File: src/rtl/rf_arb_pkg.sv
// Shared definitions for the register-file write arbiter.
//   XLEN_DEF  default data width
//   REG_ZERO  architectural zero register (writes to it are never issued)
//   wr_req_t  write request {rd, data} at the default width
//   rd_match  true when a non-zero query register names a given rd
package rf_arb_pkg;

    localparam int         XLEN_DEF = 64;
    localparam logic [4:0] REG_ZERO = 5'd0;

    typedef struct packed {
        logic [4:0]          rd;
        logic [XLEN_DEF-1:0] data;
    } wr_req_t;

    // x0 never carries a dependency, so a zero query never matches.
    function automatic logic rd_match(input logic [4:0] query, input logic [4:0] rd);
        return (query != REG_ZERO) && (query == rd);
    endfunction

endpackage

File: src/rtl/rf_arb_skid_fifo.sv
// In-order skid buffer for MDU results that lost write-port arbitration.
//   clk, reset          clock, asynchronous active-low reset (empties the buffer)
//   push, push_rd/data  enqueue one entry (caller guarantees not full)
//   pop                 dequeue the head (caller guarantees not empty)
//   head_rd/head_data   oldest entry
//   full, empty         registered occupancy flags
//   entry_vld/entry_rd  per-slot valid and rd, for hazard comparison
module rf_arb_skid_fifo
    import rf_arb_pkg::*;
#(
    parameter int DEPTH = 2,
    parameter int XLEN  = XLEN_DEF
) (
    input  logic                  clk,
    input  logic                  reset,
    input  logic                  push,
    input  logic [4:0]            push_rd,
    input  logic [XLEN-1:0]       push_data,
    input  logic                  pop,
    output logic [4:0]            head_rd,
    output logic [XLEN-1:0]       head_data,
    output logic                  full,
    output logic                  empty,
    output logic [DEPTH-1:0]      entry_vld,
    output logic [DEPTH-1:0][4:0] entry_rd
);

    localparam int AW = $clog2(DEPTH);
    localparam int CW = AW + 1;

    logic [AW-1:0]                wr_ptr, rd_ptr;
    logic [CW-1:0]                cnt_q;
    logic [DEPTH-1:0][4:0]        rd_mem;
    logic [DEPTH-1:0][XLEN-1:0]   data_mem;

    always_ff @(posedge clk or negedge reset) begin
        if (!reset) begin
            wr_ptr   <= '0;
            rd_ptr   <= '0;
            cnt_q    <= '0;
            rd_mem   <= '0;
            data_mem <= '0;
        end else begin
            if (push) begin
                rd_mem[wr_ptr]   <= push_rd;
                data_mem[wr_ptr] <= push_data;
                wr_ptr           <= wr_ptr + AW'(1);
            end
            if (pop) rd_ptr <= rd_ptr + AW'(1);
            case ({push, pop})
                2'b10:   cnt_q <= cnt_q + CW'(1);
                2'b01:   cnt_q <= cnt_q - CW'(1);
                default: ;
            endcase
        end
    end

    assign head_rd   = rd_mem[rd_ptr];
    assign head_data = data_mem[rd_ptr];
    assign full      = (cnt_q == CW'(DEPTH));
    assign empty     = (cnt_q == '0);
    assign entry_rd  = rd_mem;

    // A slot is live when its distance from the read pointer (mod DEPTH)
    // is below the occupancy; DEPTH is a power of two so the wrap is free.
    for (genvar i = 0; i < DEPTH; i++) begin : g_vld
        logic [AW-1:0] off;
        assign off          = AW'(i) - rd_ptr;
        assign entry_vld[i] = (CW'(off) < cnt_q);
    end

endmodule

File: src/rtl/rf_write_arbiter.sv
// Register-file write-port arbiter between write-back (WB) and the MDU.
// WB always wins; MDU results that lose are parked in-order in a skid buffer
// and drained on WB-idle cycles. Decode sees hazard_o for any parked rd, and
// pipe_stall_o requests a WB-idle bubble when parked results starve.
//   clk, reset                 clock, asynchronous active-low reset
//   wb_we_i/wb_rd_i/wb_data_i  write-back request
//   mdu_valid_i/rd/data, mdu_ready_o   MDU result handshake
//   query_rs1_i/query_rs2_i, hazard_o  decode RAW check (combinational)
//   pipe_stall_o               registered stall request
//   rf_we_o/rf_waddr_o/rf_wdata_o      registered register-file write port
// Build option RF_ARB_STATS_EN adds arb_collide_cnt_o and arb_stall_cnt_o,
// 32-bit saturating event counters.
module rf_write_arbiter
    import rf_arb_pkg::*;
#(
    parameter int DEPTH    = 2,
    parameter int MAX_WAIT = 4,
    parameter int XLEN     = XLEN_DEF
) (
    input  logic            clk,
    input  logic            reset,
    input  logic            wb_we_i,
    input  logic [4:0]      wb_rd_i,
    input  logic [XLEN-1:0] wb_data_i,
    input  logic            mdu_valid_i,
    input  logic [4:0]      mdu_rd_i,
    input  logic [XLEN-1:0] mdu_data_i,
    output logic            mdu_ready_o,
    input  logic [4:0]      query_rs1_i,
    input  logic [4:0]      query_rs2_i,
    output logic            hazard_o,
    output logic            pipe_stall_o,
`ifdef RF_ARB_STATS_EN
    output logic [31:0]     arb_collide_cnt_o,
    output logic [31:0]     arb_stall_cnt_o,
`endif
    output logic            rf_we_o,
    output logic [4:0]      rf_waddr_o,
    output logic [XLEN-1:0] rf_wdata_o
);

    localparam int WW = $clog2(MAX_WAIT + 1);

    logic                  wb_act, accept, mdu_live;
    logic                  pop, push, direct;
    logic                  full, empty;
    logic [4:0]            head_rd;
    logic [XLEN-1:0]       head_data;
    logic [DEPTH-1:0]      entry_vld;
    logic [DEPTH-1:0][4:0] entry_rd;
    logic [WW-1:0]         wait_q, wait_nxt;

    // Ready depends only on registered occupancy, never on this cycle's pop.
    assign mdu_ready_o = ~full;
    assign wb_act      = wb_we_i && (wb_rd_i != REG_ZERO);
    assign accept      = mdu_valid_i && mdu_ready_o;
    assign mdu_live    = accept && (mdu_rd_i != REG_ZERO);

    assign pop    = !wb_act && !empty;
    assign direct = !wb_act && empty && mdu_live;
    assign push   = mdu_live && !direct;

    rf_arb_skid_fifo #(
        .DEPTH (DEPTH),
        .XLEN  (XLEN)
    ) u_skid (
        .clk       (clk),
        .reset     (reset),
        .push      (push),
        .push_rd   (mdu_rd_i),
        .push_data (mdu_data_i),
        .pop       (pop),
        .head_rd   (head_rd),
        .head_data (head_data),
        .full      (full),
        .empty     (empty),
        .entry_vld (entry_vld),
        .entry_rd  (entry_rd)
    );

    always_comb begin
        hazard_o = 1'b0;
        for (int i = 0; i < DEPTH; i++) begin
            if (entry_vld[i] && (rd_match(query_rs1_i, entry_rd[i]) ||
                                 rd_match(query_rs2_i, entry_rd[i])))
                hazard_o = 1'b1;
        end
        if (accept && (rd_match(query_rs1_i, mdu_rd_i) || rd_match(query_rs2_i, mdu_rd_i)))
            hazard_o = 1'b1;
    end

    // A non-empty buffer that does not pop this cycle is losing to WB.
    always_comb begin
        wait_nxt = wait_q;
        if (empty || pop)
            wait_nxt = '0;
        else if (wait_q != WW'(MAX_WAIT))
            wait_nxt = wait_q + WW'(1);
    end

    always_ff @(posedge clk or negedge reset) begin
        if (!reset) begin
            wait_q       <= '0;
            pipe_stall_o <= 1'b0;
        end else begin
            wait_q <= wait_nxt;
            if (pop)
                pipe_stall_o <= 1'b0;
            else if (wait_nxt == WW'(MAX_WAIT))
                pipe_stall_o <= 1'b1;
        end
    end

    // Address/data hold their last value on idle cycles.
    always_ff @(posedge clk or negedge reset) begin
        if (!reset) begin
            rf_we_o    <= 1'b0;
            rf_waddr_o <= '0;
            rf_wdata_o <= '0;
        end else begin
            rf_we_o <= wb_act || pop || direct;
            if (wb_act) begin
                rf_waddr_o <= wb_rd_i;
                rf_wdata_o <= wb_data_i;
            end else if (pop) begin
                rf_waddr_o <= head_rd;
                rf_wdata_o <= head_data;
            end else if (direct) begin
                rf_waddr_o <= mdu_rd_i;
                rf_wdata_o <= mdu_data_i;
            end
        end
    end

`ifdef RF_ARB_STATS_EN
    always_ff @(posedge clk or negedge reset) begin
        if (!reset) begin
            arb_collide_cnt_o <= '0;
            arb_stall_cnt_o   <= '0;
        end else begin
            if (wb_act && (!empty || push) && (arb_collide_cnt_o != '1))
                arb_collide_cnt_o <= arb_collide_cnt_o + 32'd1;
            if (pipe_stall_o && (arb_stall_cnt_o != '1))
                arb_stall_cnt_o <= arb_stall_cnt_o + 32'd1;
        end
    end
`endif

endmodule

File: config.mk
export PLATFORM = sky130hd
export DESIGN_NAME = rf_write_arbiter
export DESIGN_NICKNAME = d
export VERILOG_FILES = /design/src/rtl/rf_arb_pkg.sv /design/src/rtl/rf_arb_skid_fifo.sv /design/src/rtl/rf_write_arbiter.sv
export SDC_FILE = /design/constraint.sdc
export NUM_CORES = 1
export LEC_CHECK = 0
export CAP_MARGIN = 25
export CORE_MARGIN = 2
export CORE_UTILIZATION = 45
export CTS_BUF_LIST = sky130_fd_sc_hd__clkbuf_8 sky130_fd_sc_hd__clkbuf_16
export DETAILED_ROUTE_END_ITERATION = 10
export PLACE_DENSITY = 0.72
export SLEW_MARGIN = 25
export SYNTH_ARGS = -nofsm -noshare
export SYNTH_HDL_FRONTEND = slang
export SYNTH_SLANG_ARGS = --single-unit
export TNS_END_PERCENT = 50
File: constraint.sdc
create_clock -name clk -period 2.31 [get_ports clk]
set_input_delay 0.3465 -clock clk [delete_from_list [all_inputs] [get_ports clk]]
set_output_delay 0.3465 -clock clk [all_outputs]
set_load 0.02 [all_outputs]
== After elaboration in Yosys (flattened, before gate mapping) ==
Cells that the tools add are included.
Storage, ports and cells
  output and inout port bits: 73
  logic and storage cells: 94
  input bits: 152
  register bits: 216
Cells by class
  bitwise gates (word level): 1
  order comparisons: 5
  equal/unequal tests: 11
  reduce and logical (&&, ||, !) cells: 34
  add/subtract/negate cells: 7
  muxes and demuxes: 24
Operators by type and width (count)
  64-bit 2-to-1 mux: 6
  128-bit bitwise mux: 1
  64-bit demux with 1-bit select: 1
  5-bit == test: 6
  5-bit 2-to-1 mux: 6
  5-bit nonzero test: 4
  1-bit logical AND: 17
  10-bit bitwise mux: 1
  1-bit logical OR: 6
  3-bit 2-to-1 mux: 2
  5-bit demux with 1-bit select: 1
  1-bit 2-to-1 mux: 5
  2-bit == test, second input constant: 2
  1-bit by 2-bit less-than comparator with 1-bit output: 2
  1-bit by 2-bit less-than comparator with 1-bit output, second input constant: 2
  2-bit case mux with 2 select lines: 1
  2-bit nonzero test: 2
  3-bit by 1-bit adder with 3-bit output, second input constant: 1
  3-bit == test, second input constant: 1
  1-bit logical NOT: 3
  3-bit != test, second input constant: 1
  3-bit nonzero test: 1
  1-bit adder, second input constant: 2
  2-bit by 1-bit adder with 2-bit output, second input constant: 1
  other kinds (6): 7

== Depth between registers and ports, before layout ==
Gate-level depths: netlist (run 1).
  word-level depth: 9
  mapped depth: 10
  depth with buffers taken out: 7

== Cells and area by module ==
A second synthesis (run 1) with hierarchy kept.
Second synthesis, totals
  cells, all modules: 920
  area, all modules: 10669.0 sq um
Modules (own cells, without submodules)
  rf_arb_skid_fifo: cells each 386, area an instance 6162.2 sq um, seq. area each 3553.4 sq um, instances 1
  rf_write_arbiter: cells each 534, area an instance 4506.8 sq um, seq. area each 1851.8 sq um, instances 1

== Least setup slack after synthesis (run 1) ==
OpenSTA, ideal clock, no wires.
  path kind: input to register
  from: input port wb_rd_i[1]
  to: register u_skid.cnt_q[1]
  required time: 2.230 ns
  data arrival time: 2.264 ns
  slack: -0.034 ns
  setup time: 0.080 ns
  buffers on the path: 3
  stages on the path: 9
  cells stage by stage: or4_1 > o21a_1 > clkbuf_1 > buf_2 > buf_2 > nor2_1 > ha_1 > nor2_1 > xnor2_1
Between the ends
  word-level cells in the longest chain between the ends: 9
  elaborated cells between the ends (all ways): 12
  those cells by class: eq/ne: 2; mux: 1; reduce/logical: 9
Ends and longest elaborated chain
  start: declaration: line rf_write_arbiter.sv:23  | input logic [4:0] wb_rd_i,
  5-bit nonzero test (*): line rf_write_arbiter.sv:55  | assign wb_act = wb_we_i && (wb_rd_i != REG_ZERO);
  1-bit logical AND (*): line rf_write_arbiter.sv:55
  1-bit logical NOT (*): line rf_write_arbiter.sv:59, rf_write_arbiter.sv:60
  1-bit logical AND (2 in a row): line rf_write_arbiter.sv:60  | assign direct = !wb_act && empty && mdu_live;
  1-bit logical NOT: line rf_write_arbiter.sv:61  | assign push = mdu_live && !direct;
  1-bit logical AND: line rf_write_arbiter.sv:61
  2-bit by 1-bit == test with 1-bit output or 2-bit == test (tied branches): line rf_arb_skid_fifo.sv:50  | case ({push, pop})
  2-bit case mux with 2 select lines or 2-bit nonzero test (tied branches)
  end signal: assignment: line rf_arb_skid_fifo.sv:51  | 2'b10: cnt_q <= cnt_q + CW'(1);
  end signal: assignment: line rf_arb_skid_fifo.sv:52  | 2'b01: cnt_q <= cnt_q - CW'(1);
  end: declaration: line rf_arb_skid_fifo.sv:32  | logic [CW-1:0] cnt_q;
Mark *: on every way between the ends. The rest lies on a longest branch, timed or not.
A chain may end at the register's enable or synchronous reset.

== Worst setup path in the final report (run 1) ==
  from: input port query_rs2_i[3]
  to: output port hazard_o
Between the ends
  word-level cells in the longest chain between the ends: 7
  elaborated cells between the ends (all ways): 16
  those cells by class: eq/ne: 3; mux: 3; reduce/logical: 10
Ends and longest elaborated chain
  start: declaration: line rf_write_arbiter.sv:30  | input logic [4:0] query_rs2_i,
  5-bit == test or 5-bit nonzero test (tied branches): line rf_arb_pkg.sv:18  | return (query != REG_ZERO) && (query == rd);
  1-bit logical AND: line rf_arb_pkg.sv:18
  1-bit logical OR: line rf_write_arbiter.sv:84  | if (entry_vld[i] && (rd_match(query_rs1_i, entry_rd[i]) ||
  1-bit logical AND: line rf_write_arbiter.sv:84
  1-bit 2-to-1 mux (2 in a row): line rf_write_arbiter.sv:84
  1-bit 2-to-1 mux (*): line rf_write_arbiter.sv:88  | if (accept && (rd_match(query_rs1_i, mdu_rd_i) || rd_match(query_rs2_i, mdu_rd_i)))
  end: declaration: line rf_write_arbiter.sv:31  | output logic hazard_o,
Marks and branches as above.

==> reports/qor.tcl, run 1 <==
set qor(run_status) {complete, no violations}
set qor(netSwitchingPower_mw) 6.56
set qor(tritoncts.num_buffers) 25
set qor(grt_start_max_net_pins) 74
set qor(path_cells) {clkdlybuf4s50_1 > xor2_1 > nor3_1 > and4_1 > o211ai_1 > o221ai_2 > buf_4}
set qor(critical-path-max-stage-delay_ns) 0.59
set qor(insertion_delay_ns) 0.51
set qor(yosys_register_bits) 216
set qor(setup_viol) 0
set qor(placement.io_buffers) 224
set qor(yosys.cell_types.count) 38
set qor(num_antenna_cells) 0
set qor(synth_enable_flop_cells) 0
set qor(timing.hold.ws_ns) 0.407
set qor(synth.cell_area_um2) 10400
set qor(use_met1) 0.276
set qor(wire_per_inst_um) 17.2
set qor(share_comb_of_total_power) 0.435
set qor(die_x_um) 156
set qor(global_route.usage.met2) 0.351
set qor(critPathCapture) {hazard_o}
set qor(clock_tree_from_tritoncts) {done}
set qor(avgSynthCellArea_um2) 11.1
set qor(cts-root-buf) {sky130_fd_sc_hd__clkbuf_16}
set qor(synth_top_family_by_area) {multiplexers}
set qor(synth_xor_xnor_area_share) 0.0304
set qor(grt_pass1_vias) 8065
set qor(vias_per_cell) 5.31
set qor(worst_pin_slew_ns) 0.594
set qor(timing_worst_setup_path_type) {in -> out}
set qor(maxCapViolations) 0
set qor(final.setup.tns_ns) 0
set qor(startpoint) {query_rs2_i[3]}
set qor(synth_sequential_area_ratio) 0.521
set qor(groute.usage.overall) 0.207
set qor(finalCritPeriodShare) 0.962
set qor(worst_hold_path_type) {in -> async}
set qor(path_max_fanout) 4
set qor(chipHeight_um) 156
set qor(cp.arrival_ns) 1.88
set qor(placementRows) 55
set qor(global_route.peak_usage_layer) {met2}
set qor(synth-simple-area-share) 0.0688
set qor(worst_setup_hold_path_clk_slew_ns) 0.06
set qor(worst_r2r_path_depth) 6
set qor(cellPowerDensity_nw_per_um2) 1340
set qor(antenna_found_initial) 0
set qor(tritoncts_num_sinks) 216
set qor(dp.cells) 1424
set qor(ir_drop_uv) 761
set qor(power.clock.fraction) 0.206
set qor(drt_initial_violations) 401
set qor(critical_path.endpoint_type) {primary output}
set qor(adder_and_majority_gate_portion_of_the_synthesized_area) 0.00361
set qor(crit_family) {buffers and inverters}
set qor(grt_setup_unrepaired) {false}
set qor(core_area_um2) 22600
set qor(cp_num_buf_inv) 2
set qor(routabilityCongestion) 0.835
set qor(layout.cells.non_filler) 1471
set qor(detailroute.via_count) 7818
set qor(synth-compound-area-share) 0.125
set qor(worst_r2r_endpoint) {u_skid.data_mem[17]$_DFFE_PN0P_}
set qor(global_route.usage.met3) 0.0369
set qor(drive_gt1_frac) 0.184
set qor(synthTopCellsByArea) {sky130_fd_sc_hd__dfrtp_1 (52%), sky130_fd_sc_hd__mux2_2 (11%), sky130_fd_sc_hd__a21oi_1 (6.7%)}
set qor(max_freq_mhz) 450
set qor(drtPass1Iterations) 4
set qor(flop_pwr_share) 0.359
set qor(first_pass_grt_wire_length_um) 41100
set qor(internal-power_mw) 12.4
set qor(start_kind) {input pin}
set qor(postRouteAntennaNets) 0
set qor(maxSlewViolCount) 0
set qor(muxShareOfSynthArea) 0.220
set qor(finalWirelength_um) 25300
set qor(syn-instance-count) 934
set qor(rrSetupSlack_ns) 0.33
set qor(area_growth_syn_to_layout_pct) 36.2
set qor(fraction_of_registers_with_async_set_reset) 1.00
set qor(global_route_congestion_overflow_total) 0
set qor(clock_skew_ns) 0.0125
set qor(cpMaxStageDelayCell) {sky130_fd_sc_hd__clkdlybuf4s50_1}
set qor(yosys.area.top_type_share) 0.521
set qor(synth_nets) 1089
set qor(leakage_power_total_nw) 6.04
set qor(clock_path_buffers) 3
set qor(reg2reg_from) {u_skid.cnt_q[1]$_DFFE_PN0P_}
set qor(crit_cells) 7
set qor(p_sw_frac) 0.346
set qor(period_needed_ns) 2.22
set qor(initial_core_util) 0.459
set qor(ys.flop_type) {sky130_fd_sc_hd__dfrtp_1}
set qor(die-area_um2) 24300
set qor(worst-endpoint-required_ns) 1.96
set qor(final_net_count) 1323
set qor(worst_slew_margin_rel) 0.604
set qor(estimated_wirelength_of_the_detail_placed_design_um) 17200
set qor(cts_max_level) 1
set qor(detail_route.drc_violations) 0
set qor(ioPinCount) 225
set qor(hold_viol_final) 0
set qor(synth_warnings) 0
set qor(synth.largest_area_cell) {sky130_fd_sc_hd__dfrtp_1}
## what timing repair did
item,4_1_cts,5_1_grt
hold buffers,1,0
buffers inserted,1,0
pin swaps,6,3
gates resized for setup,17,2
endpoints found under the setup margin,1,1
hold endpoints to repair,67,0
## kinds of logic (layout without fill, tap and decap cells)
logic type | Yosys count | count (layout)
AO/OA/AOI/OAI | 220 | 220
XOR/XNOR | 36 | 36
adder cells (fa/ha/maj) | 3 | 3
buffers and inverters | 76 | 328
flip-flops | 216 | 216
multiplexers | 207 | 207
AND/OR/NAND/NOR | 176 | 176
## through the flow
step	area, um^2	worst slack [ns]	util	power, mW
3_5_place_dp	13300	-0.492	0.586	15.1
2_1_floorplan	10400	0.0180	-	12.0
5_1_grt	14100	0.0000482	0.625	20.2
4_1_cts	14100	0.0100	0.624	19.2
3_3_place_gp	13300	-0.480	0.586	14.9
6_report	14100	0.0872	0.625	19.0
## synthesized netlist by cell type (3+ instances only)
master                     count
sky130_fd_sc_hd__mux2i_1      69
sky130_fd_sc_hd__dfrtp_1     216
sky130_fd_sc_hd__mux2_1       29
sky130_fd_sc_hd__o21ai_0       3
sky130_fd_sc_hd__nor2_1      146
sky130_fd_sc_hd__inv_1         6
sky130_fd_sc_hd__xor2_1       19
sky130_fd_sc_hd__a211oi_1     67
sky130_fd_sc_hd__nor3_1        6
sky130_fd_sc_hd__mux2_4       10
sky130_fd_sc_hd__buf_6         3
sky130_fd_sc_hd__nand3_1       4
sky130_fd_sc_hd__or4_1         3
sky130_fd_sc_hd__xnor2_1      17
sky130_fd_sc_hd__nor4_1        3
sky130_fd_sc_hd__mux2_2       99
sky130_fd_sc_hd__buf_2        16
sky130_fd_sc_hd__ha_1          3
sky130_fd_sc_hd__clkbuf_1     48
sky130_fd_sc_hd__a21oi_1     139
sky130_fd_sc_hd__nand2_1       7
## worst min-delay path by stage
stage,from,end,depth (start not counted)
6_report,reset,rf_waddr_o[1]$_DFFE_PN0P_,2
5_1_grt,wb_rd_i[3],rf_waddr_o[3]$_DFFE_PN0P_,3
4_1_cts,wb_rd_i[3],rf_waddr_o[3]$_DFFE_PN0P_,3
3_5_place_dp,reset,rf_waddr_o[1]$_DFFE_PN0P_,1
3_3_place_gp,reset,rf_waddr_o[1]$_DFFE_PN0P_,1
2_1_floorplan,reset,pipe_stall_o$_DFFE_PN0P_,0
## state kept, by name, indices dropped and copies added (netlist names)
signal	flops
u_skid.data_mem	128
u_skid.wr_ptr	1
u_skid.entry_rd	10
rf_waddr_o	5
rf_we_o	1
u_skid.cnt_q	2
wait_q	3
rf_wdata_o	64
pipe_stall_o	1
u_skid.rd_ptr	1
## cell type report
type | count | area [um^2]
fillers | 1820 | 8500
flip-flops and latches | 216 | 5410
multi-input cells | 642 | 4720
repair buffers | 277 | 2800
clock buffers | 31 | 708
well taps | 285 | 357
clock inverters | 14 | 119
inverters | 6 | 22.5
## power groups by stage
stage	logic (mW)	registers, mW	clock network (mW)
global route	8.97	7.05	4.16
detailed placement	8.26	6.85	0
finish	8.25	6.80	3.90
floorplan	4.69	7.35	0
global placement	8.11	6.78	0
CTS	8.35	6.81	4.00
## routing by layer
layer,wire length (um),up-vias
met5,0,-
met4,609,0
met3,1200,46
met2,12300,183
met1,11300,3780
li1,-,3809
## worst reg2reg max path: cells and delay by family (launching register included)
kind / cells / cell delay, ns
AO/OA/AOI/OAI: 2 / 0.37
flip-flops: 1 / 0.43
AND/OR/NAND/NOR: 1 / 0.29
buffers and inverters: 2 / 0.40
multiplexers: 1 / 0.37
## layout by cell type, fill, tap and decap left out, drive strengths merged, types with 13 or more instances in the layout
cell type / n
nor2: 147
buf: 54
a21oi: 139
a211oi: 67
mux2i: 69
dfrtp: 216
inv: 13
mux2: 138
xnor2: 17
clkbuf: 31
xor2: 19
clkdlybuf4s50: 218
Power figures use the tool's default switching activity.
==> run 2, diff against run 1 <==
- CORE_UTILIZATION: 45 -> 51
- PLACE_DENSITY: 0.72 -> 0.8
- TNS_END_PERCENT: 50 -> unset
==> run 2 against run 1 <==
Flip-flop and latch count unchanged. Critical path depth down 2. First-iteration DRC count fell by 25%. Power up 1.3%. Register-to-register slack got worse by 0.11 ns. Hold slack worse by 0.092 ns. Sequential power rose by 0.6%.
==> reports/qor.tcl, run 2 (synthesized netlist as in run 1, its figures left out) <==
set qor(worst_slew_margin_rel) 0.638
set qor(crit_family) {flip-flops}
set qor(initial_core_util) 0.516
set qor(path_cells) {xor2_1 > nor3_1 > a31oi_1 > o221ai_1 > buf_4}
set qor(worst-endpoint-required_ns) 1.96
set qor(vias_per_cell) 5.45
set qor(clock_tree_from_tritoncts) {done}
set qor(clock_path_buffers) 3
set qor(placement.io_buffers) 224
set qor(hold_viol_final) 0
set qor(max_freq_mhz) 441
set qor(cellPowerDensity_nw_per_um2) 1340
set qor(layout_commonest_cell) {sky130_fd_sc_hd__clkdlybuf4s50_1}
set qor(path_max_fanout) 3
set qor(num_antenna_cells) 0
set qor(drive_gt1_frac) 0.190
set qor(postRouteAntennaNets) 0
set qor(detail_route.drc_violations) 0
set qor(die-area_um2) 21500
set qor(setup_viol) 0
set qor(estimated_wirelength_of_the_detail_placed_design_um) 17100
set qor(global_route_congestion_overflow_total) 0
set qor(layout_common_cells) {sky130_fd_sc_hd__clkdlybuf4s50_1 (218), sky130_fd_sc_hd__dfrtp_1 (213), sky130_fd_sc_hd__nor2_1 (143)}
set qor(cts-root-buf) {sky130_fd_sc_hd__clkbuf_16}
set qor(finalWirelength_um) 25300
set qor(core_area_um2) 20100
set qor(critical-path-max-stage-delay_ns) 0.44
set qor(ir_drop_uv) 732
set qor(maxSlewViolCount) 0
set qor(grt_start_max_net_pins) 70
set qor(multiInputGateArea_um2) 4720
set qor(period_needed_ns) 2.27
set qor(cp_num_buf_inv) 1
set qor(cpMaxStageDelayCell) {sky130_fd_sc_hd__dfrtp_2}
set qor(critical_path.endpoint_type) {primary output}
set qor(worst_hold_path_type) {in -> async}
set qor(run_status) {complete, no violations}
set qor(groute.usage.overall) 0.234
set qor(tritoncts_num_sinks) 216
set qor(worst_pin_slew_ns) 0.543
set qor(clock_skew_ns) 0.00995
set qor(start_kind) {flip-flop}
set qor(die_x_um) 147
set qor(antenna_found_initial) 0
set qor(cp.arrival_ns) 1.92
set qor(ioPinCount) 225
set qor(reg2reg_from) {u_skid.cnt_q[1]$_DFFE_PN0P_}
set qor(final_net_count) 1335
set qor(tritoncts.num_buffers) 24
set qor(power.total_mw) 19.2
set qor(drtPass1Iterations) 5
set qor(layout.cells.non_filler) 1467
set qor(drt_initial_violations) 300
set qor(filler_cell_count) 1422
set qor(detailroute.via_count) 7999
set qor(maxCapViolations) 0
set qor(timing_worst_setup_path_type) {reg -> out}
set qor(first_pass_grt_wire_length_um) 41700
set qor(wire_per_inst_um) 17.2
set qor(grt_setup_unrepaired) {true}
set qor(finalCoreUtilization) 0.711
set qor(insertion_delay_ns) 0.51
set qor(dp.cells) 1421
set qor(finalCritPeriodShare) 0.981
set qor(grt_pass1_vias) 8443
set qor(area_growth_syn_to_layout_pct) 37.7
set qor(largest_register_ffs) 128
set qor(chipHeight_um) 147
set qor(worst_setup_hold_path_clk_slew_ns) 0.06
set qor(final.setup.tns_ns) 0
set qor(cts_max_level) 1
set qor(routabilityCongestion) 0.834
set qor(leakage_power_total_nw) 6.13
set qor(startpoint) {u_skid.entry_rd[3]$_DFFE_PN0P_}
set qor(area.sequential_um2) 5410
set qor(largest_register) {u_skid.data_mem}
set qor(placementRows) 52
[run 2: power breakdown]
group | total, mW | internal [mW] | switching (mW)
registers | 6.84 | 5.71 | 1.13
logic | 8.43 | 4.44 | 3.98
clock network | 3.94 | 2.42 | 1.52
total | 19.2 | 12.6 | 6.62
[run 2: worst paths after layout]
check | depth (start not counted) | to | slack, ns
worst max-delay path | 5 | hazard_o | 0.04
min in group clk | 3 | rf_wdata_o[24]$_DFFE_PN0P_ | 0.46
worst max register to register | 6 | u_skid.data_mem[12]$_DFFE_PN0P_ | 0.22
max in group asynchronous | 3 | u_skid.data_mem[16]$_DFFE_PN0P_ | 1.27
worst min-delay path | 2 | u_skid.entry_rd[2]$_DFFE_PN0P_ | 0.32
worst min register to register | 1 | u_skid.data_mem[71]$_DFFE_PN0P_ | 0.49
[run 2: layout make-up]
type	instances	area share
Timing Repair Buffer	290	0.209
Inverter	6	0.00157
Clock inverter	14	0.0102
Sequential cell	216	0.378
Multi-Input combinational cell	642	0.330
Clock buffer	29	0.0476
Tap cell	270	0.0236
[run 2: repair_timing]
item	CTS	global route
cloned	0	0
pin swaps	6	2
setup endpoints to repair	1	1
setup buffers	2	0
hold buffers	1	0
hold endpoints to repair	38	0
gates resized for setup	15	3
[run 2: per-stage QoR]
step	area (um^2)	hold slack, ns	setup slack [ns]
floorplan	10400	0.0509	0.0180
global placement	13400	0.265	-0.468
detailed placement	13400	0.263	-0.455
CTS	14300	0.324	0.0111
global route	14300	0.350	-0.0856
finish	14300	0.316	0.0440
[run 2: metal layers]
metal / share of wire / global-route usage / vias to the layer above
met5: 0 / 0 / -
met4: 0.024 / 0.0602 / 0
met3: 0.054 / 0.0413 / 43
met2: 0.49 / 0.397 / 202
met1: 0.43 / 0.314 / 3940
li1: - / - / 3814
[run 2: worst reg2reg max path, stage by stage (launching register included)]
cell and delay (ns):
sky130_fd_sc_hd__dfrtp_1 0.44, sky130_fd_sc_hd__inv_1 0.12, sky130_fd_sc_hd__o211ai_1 0.13, sky130_fd_sc_hd__a21o_2 0.29
sky130_fd_sc_hd__nor2_4 0.37, sky130_fd_sc_hd__buf_12 0.24, sky130_fd_sc_hd__mux2_2 0.38
